[src/rtl/multi_clock_divider.sv]
// Multi-channel programmable clock divider. Each channel counts a period P with
// high time H; new settings wait in a pending slot and load at the period wrap.
module multi_clock_divider #(
  parameter int NUM_CH     = 2,
  parameter int CNT_W      = 16,
  parameter int DEF_PERIOD = 50,
  parameter int DEF_HIGH   = 25,
  localparam int CH_W      = (NUM_CH > 1) ? $clog2(NUM_CH) : 1
) (
  input  logic              clk_in,
  input  logic              reset,
  input  logic [NUM_CH-1:0] enable,
  input  logic              cfg_valid,
  output logic              cfg_ready,
  input  logic [CH_W-1:0]   cfg_ch,
  input  logic [CNT_W-1:0]  cfg_period,
  input  logic [CNT_W-1:0]  cfg_high,
  output logic [NUM_CH-1:0] clk_out,
  output logic [NUM_CH-1:0] tick
);

  localparam logic [CNT_W-1:0] MIN_PERIOD = CNT_W'(2);
  localparam logic [CNT_W-1:0] RST_PERIOD = (DEF_PERIOD < 2) ? MIN_PERIOD : CNT_W'(DEF_PERIOD);
  localparam logic [CNT_W-1:0] RST_HIGH   = CNT_W'(DEF_HIGH);

  function automatic logic [CNT_W-1:0] clamp_period(input logic [CNT_W-1:0] p);
    return (p < MIN_PERIOD) ? MIN_PERIOD : p;
  endfunction

  logic [CNT_W-1:0]  cnt_q   [NUM_CH];
  logic [CNT_W-1:0]  cnt_d   [NUM_CH];
  logic [CNT_W-1:0]  per_q   [NUM_CH];
  logic [CNT_W-1:0]  per_d   [NUM_CH];
  logic [CNT_W-1:0]  high_q  [NUM_CH];
  logic [CNT_W-1:0]  high_d  [NUM_CH];
  logic [CNT_W-1:0]  nper_q  [NUM_CH];
  logic [CNT_W-1:0]  nper_d  [NUM_CH];
  logic [CNT_W-1:0]  nhigh_q [NUM_CH];
  logic [CNT_W-1:0]  nhigh_d [NUM_CH];
  logic [NUM_CH-1:0] pend_q, pend_d;
  logic [NUM_CH-1:0] run_q, run_d;
  logic [NUM_CH-1:0] clk_q, clk_d;
  logic [NUM_CH-1:0] tick_q, tick_d;
  logic [NUM_CH-1:0] cfg_sel_s, wrap_s, apply_s, load_s;
  logic              cfg_fire_s;

  // One-hot channel select; an out-of-range cfg_ch selects nothing.
  always_comb begin
    cfg_sel_s = '0;
    for (int i = 0; i < NUM_CH; i++) begin
      cfg_sel_s[i] = (int'(cfg_ch) == i);
    end
  end

  assign cfg_ready  = ~|(pend_q & cfg_sel_s);
  assign cfg_fire_s = cfg_valid & cfg_ready;

  // Per-channel next state: count, pending-slot handling and output decode.
  always_comb begin
    cnt_d   = cnt_q;
    per_d   = per_q;
    high_d  = high_q;
    nper_d  = nper_q;
    nhigh_d = nhigh_q;
    pend_d  = pend_q;
    run_d   = enable;
    clk_d   = '0;
    tick_d  = '0;
    wrap_s  = '0;
    apply_s = '0;
    load_s  = '0;
    for (int i = 0; i < NUM_CH; i++) begin
      wrap_s[i]  = run_q[i] && (cnt_q[i] == per_q[i] - CNT_W'(1));
      // A stopped channel has no period in flight, so it may reload at once.
      apply_s[i] = pend_q[i] && (!enable[i] || !run_q[i] || wrap_s[i]);
      load_s[i]  = cfg_fire_s && cfg_sel_s[i];

      if (!enable[i] || !run_q[i] || wrap_s[i]) begin
        cnt_d[i] = '0;
      end else begin
        cnt_d[i] = cnt_q[i] + CNT_W'(1);
      end

      if (apply_s[i]) begin
        per_d[i]  = nper_q[i];
        high_d[i] = nhigh_q[i];
      end else begin
        per_d[i]  = per_q[i];
        high_d[i] = high_q[i];
      end

      if (load_s[i]) begin
        nper_d[i]  = clamp_period(cfg_period);
        nhigh_d[i] = cfg_high;
      end else begin
        nper_d[i]  = nper_q[i];
        nhigh_d[i] = nhigh_q[i];
      end

      pend_d[i] = load_s[i] | (pend_q[i] & ~apply_s[i]);
      clk_d[i]  = enable[i] && (cnt_d[i] < high_d[i]);
      tick_d[i] = enable[i] && (cnt_d[i] == per_d[i] - CNT_W'(1));
    end
  end

  // State registers with asynchronous reset to the default configuration.
  always_ff @(posedge clk_in or posedge reset) begin
    if (reset) begin
      for (int i = 0; i < NUM_CH; i++) begin
        cnt_q[i]   <= '0;
        per_q[i]   <= RST_PERIOD;
        high_q[i]  <= RST_HIGH;
        nper_q[i]  <= RST_PERIOD;
        nhigh_q[i] <= RST_HIGH;
      end
      pend_q <= '0;
      run_q  <= '0;
      clk_q  <= '0;
      tick_q <= '0;
    end else begin
      cnt_q   <= cnt_d;
      per_q   <= per_d;
      high_q  <= high_d;
      nper_q  <= nper_d;
      nhigh_q <= nhigh_d;
      pend_q  <= pend_d;
      run_q   <= run_d;
      clk_q   <= clk_d;
      tick_q  <= tick_d;
    end
  end

  assign clk_out = clk_q;
  assign tick    = tick_q;

endmodule

[config.mk]
export PLATFORM = sky130hd
export DESIGN_NAME = multi_clock_divider
export DESIGN_NICKNAME = d
export VERILOG_FILES = /design/src/rtl/multi_clock_divider.sv
export SDC_FILE = /design/constraint.sdc
export NUM_CORES = 1
export LEC_CHECK = 0
export ABC_CLOCK_PERIOD_IN_PS = 9400
export BUFFER_PORTS_ARGS = -buffer_cell sky130_fd_sc_hd__buf_4
export CORE_ASPECT_RATIO = 1.4
export CORE_MARGIN = 4
export CORE_UTILIZATION = 65
export DETAILED_ROUTE_END_ITERATION = 7
export GPL_ROUTABILITY_DRIVEN = 0
export GPL_TIMING_DRIVEN = 0
export PLACE_DENSITY = 0.92
export REMOVE_ABC_BUFFERS = 1
export SLEW_MARGIN = 20
export SYNTH_ARGS = -nofsm -noshare
export SYNTH_HDL_FRONTEND = slang
export SYNTH_SLANG_ARGS = --single-unit
export TNS_END_PERCENT = 30
[constraint.sdc]
create_clock -name clk_in -period 9.4 [get_ports clk_in]
set_input_delay 2.82 -clock clk_in [delete_from_list [all_inputs] [get_ports clk_in]]
set_output_delay 2.82 -clock clk_in [all_outputs]
set_load 0.01 [all_outputs]
==> results.toml, run 1 <==
[place]
dpl_worst_slack_ps = 3160
hpwl_mm = 20.7
port_buffers = 42

[finish]
n_antenna_cell = 0
drive_above_1_share = 0.196
syn_to_final_growth_pct = 11.3
final_nets = 1149

[clock_network]
tritoncts = "done"
holdBufCountCts = 0
worst_skew_pair.late_latency_ps = 440
clockRootBuffer = "clkbuf_16"
post_cts.repair.setup_buffers = 0
path_clk_slew_ps = 70
htree_levels = 4
cts_made_buffers = 17
cts_sinks = 168
cts.path.max_buffers = 2
post_cts_resized = 0

[yosys]
synth.mux.area_fraction = 0.133
syn_avg_cell_area_um2 = 9.87
synth-simple-area-share = 0.178
ys_seq_elements = 168
synth_cells = 1053
netlist_area_um2 = 10400
synth_compound_area_frac = 0.120
synth_top_family_by_area = "simple AND/OR/NAND/NOR gates"
synth.largest_area_cell = "dfrtp_1"
ys.warnings.count = 0
synth_edf_count = 0
ys_seq_area_frac = 0.408
synth_commonest_cells = "dfrtp_1 (144), nor2_1 (73), mux2_2 (70), inv_1 (68), nand2_1 (65)"
yosys.area.top_type_share = 0.347
synth_xor_area_frac = 0.0730
post-synth-top-count-cell = "dfrtp_1"
synth_ff_type = "dfrtp_1"
async_flop_share = 1.00
synth_adder_area_share = 0.0434
synth_cell_type_count = 79
synth.area.top_cells = "dfrtp_1 (35%), mux2_2 (7.6%), dfstp_2 (6.1%)"

[flow_run]
maxCapViolations = 0

[status]
status = "completed"

[power]
leakage_nw = 5.26
powerDensity_nw_per_um2 = 228
peakVddDrop_uv = 156

[route]
vias = 9050
viasPerCell = 7.05
drt_iter0_markers = 1109
dr.pass1.iters = 7
drc_errors = 0
route.final.wire_length_mm = 30.3
wl_per_cell_um = 23.6
ant_nets = 0

[critical_path]
cpPeakStageDelay_ps = 320
cp.buffers_inverters = 2
slowest_stage = "mux2i_1"
crit_top_cell = "buf_4"
worstPathArrival_ps = 3450
crit_type = "primary input to primary output"
startpoint_type = "primary input"
cp_top_family = "buffers and inverters"
cp_max_fo = 3
worstSetupEndpointType = "primary output"
crit_required_ps = 6580
cp_cell_sequence = "buf_4, mux2i_1, buf_4"

[floorplan]
io_pins = 43
die_h_um = 158
rows = 54
die_area_um2 = 18100
coreArea_um2 = 15600
dieWidth_um = 115
start_util = 0.666

[min_path]
hold_path.class = "register to register"

[global_routing]
grt_overflow = 0
grt_pass1_vias = 9104
grt_max_degree = 94
antenna_found_initial = 0
grt_first_pass_wirelength_mm = 48.1
track_usage = 0.343

[sta]
rsz0062_at_grt = "no"
post-route-period-util = 0.667
tightest_slew_ps = 1190
finalSetupTns_ps = 0
setup_ws_ps = 3130
final_max_slew_viol_count = 0
skew_ps = 7.77
relSlewSlack = 0.209
max_freq_mhz = 159
finalSetupViolCount = 0
layout_min_cycle_time_ps = 6270
hold_violations = 0
## cells by family after synthesis
family / Yosys count
buf+inv: 118
mux: 129
fa+ha+maj: 36
flops: 168
compound gates: 175
xor+xnor: 85
simple gates: 342
## layer usage
layer,track usage,vias to the layer above,part of all wire
li1,-,3832,-
met2,0.587,635,0.50
met5,0,-,0
met3,0.0551,247,0.073
met4,0.235,0,0.086
met1,0.390,4336,0.34
## placed cells by master, fill, tap and decap left out, types with 11 or more instances in the layout
cell type    n
inv_1       67
dfrtp_1    144
a211oi_1    21
a21o_1      17
a21oi_1     25
nor3_1      34
dfstp_2     24
xor2_1      41
mux2i_1     57
nand4_1     20
nor2b_1     11
nor4_1      26
mux2_2      70
nand2_1     65
nor2_1      73
buf_4       44
nand3_1     25
clkbuf_16   17
xnor2_1     43
ha_1        36
o21ai_0     31
## worst min-delay path, delay by kind of cell, from the launching register on
family / cells / cell delay [ps]
simple gates: 2 / 110
flops: 1 / 360
## final timing paths
path	from	end	slack, ps	cells past startpoint
max	cfg_ch	cfg_ready	3130	3
min	high_q[16]	high_q[16]	480	2
max reg2reg	per_q[0]	tick[1]	3390	18
min reg2reg	high_q[16]	high_q[16]	480	2
max in group asynchronous	reset	nper_q[21]	6080	3
min in group asynchronous	reset	nhigh_q[24]	2440	2
## flip-flops by register name (all words and copies together), names as in the netlist, 32 cells and up
name / cells
nper_q: 32
nhigh_q: 32
cnt_q: 32
per_q: 32
high_q: 32
## power by group
group,total [W],switching [W],internal [W]
registers,0.00109,0.000200,0.000894
clock network,0.000697,0.000324,0.000374
logic,0.000841,0.000468,0.000373
## final cells by class
cell class                      count  area [µm²]
Timing Repair Buffer               53         523
Clock buffer                       19         433
Inverter                           68         263
Multi-Input combinational cell    767        5730
Fill cell                         928        4040
Sequential cell                   168        4230
Clock inverter                     13         139
Tap cell                          196         245
## through the flow
stage	utilization	hold WS [ps]	std cells	total power (W)	instance area, µm²
4_1_cts	0.741	478	1284	0.00260	11600
6_report	0.741	479	1284	0.00263	11600
2_1_floorplan	-	440	1003	0.00163	10200
3_5_place_dp	0.705	466	1252	0.00188	11000
3_3_place_gp	0.688	456	1241	0.00182	10700
5_1_grt	0.741	495	1284	0.00274	11600
No activity file was read; power rests on OpenSTA's default activity.
==> inputs of run 2 (changes only) <==
- ABC_CLOCK_PERIOD_IN_PS: 9400 -> 5900
- CORE_UTILIZATION: 65 -> 63
- PLACE_DENSITY: 0.92 -> 0.9
- clock period: 9.4 -> 5.9 ns (I/O delays scaled with it)
==> run 2 against run 1 <==
  * Utilization decreased by 2.1 points
  * Sequential cell count unchanged
  * Clock power up 58%
  * Critical endpoint is now tick[0]
  * Global-route usage is 1.3 points lower
  * Hold slack got worse by 7.9 ps
  * Setup slack lost 3100 ps
  * Combinational power is 61% higher
==> results.toml, run 2 (synthesis gave the netlist of run 1 again) <==
[clock_network]
htree_levels = 4
worst_skew_pair.late_latency_ps = 430
tritoncts = "done"
cts.path.max_buffers = 2
cts_made_buffers = 17
clockRootBuffer = "clkbuf_16"
path_clk_slew_ps = 70
cts_sinks = 168
holdBufCountCts = 0

[route]
drc_errors = 0
ant_nets = 0
wl_per_cell_um = 23.7
route.final.wire_length_mm = 30.6
drt_iter0_markers = 1064
vias = 9030
viasPerCell = 6.99
dr.pass1.iters = 7

[critical_path]
crit_type = "register to register"
r2r-start = "per_q[16]"
worstPathArrival_ps = 6130
timing.rr.end = "tick[0]"
crit_top_cell = "a211oi_1"
cp_cell_sequence = "inv_1, ha_1, or4b_2, o31ai_1, a211oi_1, a211oi_1, nor4_4, buf_4, o21ai_4, buf_16, mux2i_1, ha_1, nand2_1, nor2_1, mux2i_1, or3_1, a211oi_1, a21oi_1, nor4_2"
worstSetupEndpointType = "register"
cp.buffers_inverters = 3
slowest_stage = "or4b_2"
startpoint_type = "register"
cp_top_family = "simple AND/OR/NAND/NOR gates"
cpPeakStageDelay_ps = 680
reg2reg_depth = 19
reg2reg_slack_ps = 60
cp_max_fo = 19
crit_required_ps = 6190

[global_routing]
grt_overflow = 0
grt_pass1_vias = 9106
grt_max_degree = 104
track_usage = 0.330
grt_first_pass_wirelength_mm = 47.9
antenna_found_initial = 0

[floorplan]
dieWidth_um = 117
coreArea_um2 = 16200
die_h_um = 160
rows = 55
start_util = 0.642
io_pins = 43
die_area_um2 = 18600

[finish]
n_antenna_cell = 0
multi_input_area_um2 = 5760
syn_to_final_growth_pct = 12.2
final_nets = 1153
most-common-layout-cells = "dfrtp_1 (144), nor2_1 (73), mux2_2 (70)"
layout_commonest_cell = "dfrtp_1"
seq_area_um2 = 4230
nFillCells = 998
drive_above_1_share = 0.202

[min_path]
hold_end = "high_q[0]"
hold_path.class = "register to register"
min-delay-start = "high_q[0]"
holdPathStages = 2

[sta]
post-route-period-util = 0.991
layout_min_cycle_time_ps = 5840
finalSetupTns_ps = 0
tightest_slew_ps = 1080
whs_ps = 471
skew_ps = 7.33
hold_violations = 0
max_freq_mhz = 171
finalSetupViolCount = 0
rsz0062_at_grt = "yes"
relSlewSlack = 0.272
final_max_slew_viol_count = 0

[power]
peakVddDrop_uv = 226
leakage_nw = 5.30
powerDensity_nw_per_um2 = 360

[place]
port_buffers = 42
hpwl_mm = 20.7

[status]
status = "completed"

[flow_run]
maxCapViolations = 0
run 2: per-layer routing:
metal	vias to the layer above	track usage	routed length, µm
li1	3850	-	-
met5	-	0	0
met4	0	0.208	2540
met2	623	0.557	15400
met1	4331	0.384	10200
met3	226	0.0516	2430
run 2: worst reg2reg max path: cells and delay by family (launching register included):
family	cells	cell delay (ps)
AND/OR/NAND/NOR	6	1950
flip-flops	1	470
buffers and inverters	3	500
adder cells (fa/ha/maj)	2	590
AO/OA/AOI/OAI	6	1780
multiplexers	2	420
run 2: stage by stage:
stage	setup slack, ps	instance area (µm²)	utilization	power [W]	std cells
6_report	55.0	11700	0.721	0.00420	1291
2_1_floorplan	-377	10200	-	0.00260	1003
3_3_place_gp	-2050	10700	0.665	0.00289	1244
4_1_cts	18.1	11600	0.718	0.00412	1288
5_1_grt	-202	11700	0.721	0.00439	1291
3_5_place_dp	144	11000	0.682	0.00300	1256
run 2: power by group:
part / switching (W) / internal [W] / leakage [nW]
logic: 0.000749 / 0.000597 / 2.98
registers: 0.000320 / 0.00143 / 2.04
clock network: 0.000493 / 0.000610 / 0.284
run 2: repair_timing:
action,CTS,global route
endpoints found under the setup margin,0,2
setup buffers,0,3
resized for setup,0,3
run 2: final cells by class:
cell class	count	area share
tap	199	0.0214
clock inverter	12	0.00988
multi-input combinational	767	0.494
inverter	68	0.0225
clock buffer	20	0.0392
sequential	168	0.363
timing repair buffer	57	0.0497
run 2: how the worst max path moves through the flow:
stage                          from         end  slack [ps]  cells after the start
after floorplan               reset  clk_out[0]        -380                      1
final                     per_q[16]     tick[0]          60                     19
after CTS                  per_q[0]     tick[1]          20                     18
after global placement        reset   nper_q[7]       -2050                      2
after global routing      per_q[16]     tick[0]        -200                     19
after detailed placement   per_q[0]     tick[1]         140                     18
==> inputs of run 3 (changes only) <==
- CORE_ASPECT_RATIO: 1.4 -> 1.75
==> run 3 against run 2 <==
  * The run now ends with design-rule violations left
  * Power increased by 2.1%
  * Register-to-register slack gained 270 ps
  * Clock-buffer cell count shrank 2
  * Setup slack gained 270 ps
  * Clock power grew 6%
  * Sequential power hardly changed
  * Global-route usage grew 1.6 points
  * Via count up 1.2%
==> results.toml, run 3 (synthesis gave the netlist of run 1 again) <==
[critical_path]
worstSetupEndpointType = "register"
crit_required_ps = 6260
startpoint_type = "register"
cpPeakStageDelay_ps = 590
slowest_stage = "or4_1"
cp_max_fo = 20
crit_type = "register to register"
worstPathArrival_ps = 5940
cp_cell_sequence = "inv_1, ha_1, or4b_1, nor4_2, xnor2_1, o21ai_1, nor4bb_4, buf_4, a21oi_4, buf_16, buf_16, a21boi_0, ha_1, xor2_1, o21ai_0, mux2i_1, nand4_1, or4_1, nor4b_2, o2111a_1"

[finish]
final_nets = 1158
utilization = 0.731
drive_above_1_share = 0.207
most-common-layout-cells = "dfrtp_1 (144), nor2_1 (73), mux2_2 (70)"
stdcell_count = 1286
syn_to_final_growth_pct = 12.7
n_antenna_cell = 0
layout_commonest_cell = "dfrtp_1"

[status]
violations = "design-rule violations"
status = "complete, but fails checks"

[sta]
final_max_slew_viol_count = 0
max_freq_mhz = 179
tightest_slew_ps = 1020
post-route-period-util = 0.945
finalSetupTns_ps = 0
hold_violations = 0
finalSetupViolCount = 0
layout_min_cycle_time_ps = 5580
rsz0062_at_grt = "no"
relSlewSlack = 0.317
skew_ps = 14.4
whs_ps = 485

[power]
powerDensity_nw_per_um2 = 366
peakVddDrop_uv = 170
leakage_nw = 5.34
p_total_w = 0.00428

[route]
wl_per_cell_um = 25.1
drc_errors = 1
drt_iter0_markers = 946
route.final.wire_length_mm = 32.2
vias = 9141
dr.pass1.iters = 8
ant_nets = 0
viasPerCell = 7.11

[clock_network]
cts.path.max_buffers = 2
tritoncts = "done"
htree_levels = 4
clockRootBuffer = "clkbuf_16"
holdBufCountCts = 0
cts_sinks = 168
worst_skew_pair.late_latency_ps = 440
path_clk_slew_ps = 80
cts_made_buffers = 17

[global_routing]
grt_pass1_vias = 9460
grt_max_degree = 102
grt_first_pass_wirelength_mm = 50.0
antenna_found_initial = 0
grt_overflow = 0
track_usage = 0.346

[floorplan]
rows = 61
coreArea_um2 = 16000
die_h_um = 178
start_util = 0.648
io_pins = 43
dieWidth_um = 105
die_area_um2 = 18700

[flow_run]
maxCapViolations = 0

[min_path]
hold_path.class = "register to register"

[place]
place_inst = 1247
port_buffers = 42
hpwl_mm = 21.6
-- run 3: cell types whose count changed in the layout (fill, tap and decap cells not counted), sizes merged --
cell      previous run  this run
buf                 57        61
clkbuf              20        18
inv                 72        74
clkinv               6         7
clkinvlp             1         0
o21ai               37        38
-- run 3: timing repair --
action,in CTS,in global routing
pin swaps,0,3
gates cloned,0,1
buffers inserted,0,6
gates resized for setup,1,5
setup endpoints to repair,1,2
-- run 3: worst max-delay path, delay by kind of cell, from the launching register on --
family          cells  cell delay [ps]
compound gates      5              950
xor+xnor            2              310
fa+ha+maj           2              610
buf+inv             4              730
flops               1              450
mux                 1              180
simple gates        6             2250
-- run 3: per-stage QoR --
stage / instance area [µm²] / worst slack, ps
4_1_cts: 11600 / 75.9
6_report: 11700 / 322
3_3_place_gp: 10700 / -1990
3_5_place_dp: 11000 / -12.4
5_1_grt: 11700 / 54.8
2_1_floorplan: 10200 / -377
-- run 3: final timing paths --
path,start,to,slack [ps],depth (start not counted)
min in group asynchronous,reset,high_q[9],1370,2
max in group asynchronous,reset,per_q[4],3640,3
setup / recovery,per_q[0],tick[1],320,20
hold / removal,high_q[16],high_q[16],490,2
hold reg to reg,high_q[16],high_q[16],490,2
setup reg to reg,per_q[0],tick[1],320,20
-- run 3: where the power goes --
| group | internal, W | switching [W] | leakage, nW | total [W] |
|---|---|---|---|---|
| Sequential | 0.00142 | 0.000322 | 2.04 | 0.00175 |
| Clock | 0.000622 | 0.000546 | 0.304 | 0.00117 |
| Combinational | 0.000601 | 0.000769 | 3.00 | 0.00137 |
-- run 3: layout make-up --
type | count | area, µm²
repair buffers | 61 | 581
clock buffers | 18 | 439
clock inverters | 14 | 180
inverters | 68 | 263
flip-flops and latches | 168 | 4230
well taps | 189 | 236
multi-input cells | 768 | 5780
fillers | 995 | 4320
-- run 3: routing by layer --
metal  global-route usage  vias up  wire (µm)
met2                0.617      656      16300
li1                     -     3856          -
met1                0.360     4356      10300
met3               0.0539      273       2400
met4                0.271        0       3240
met5                    0        -          0
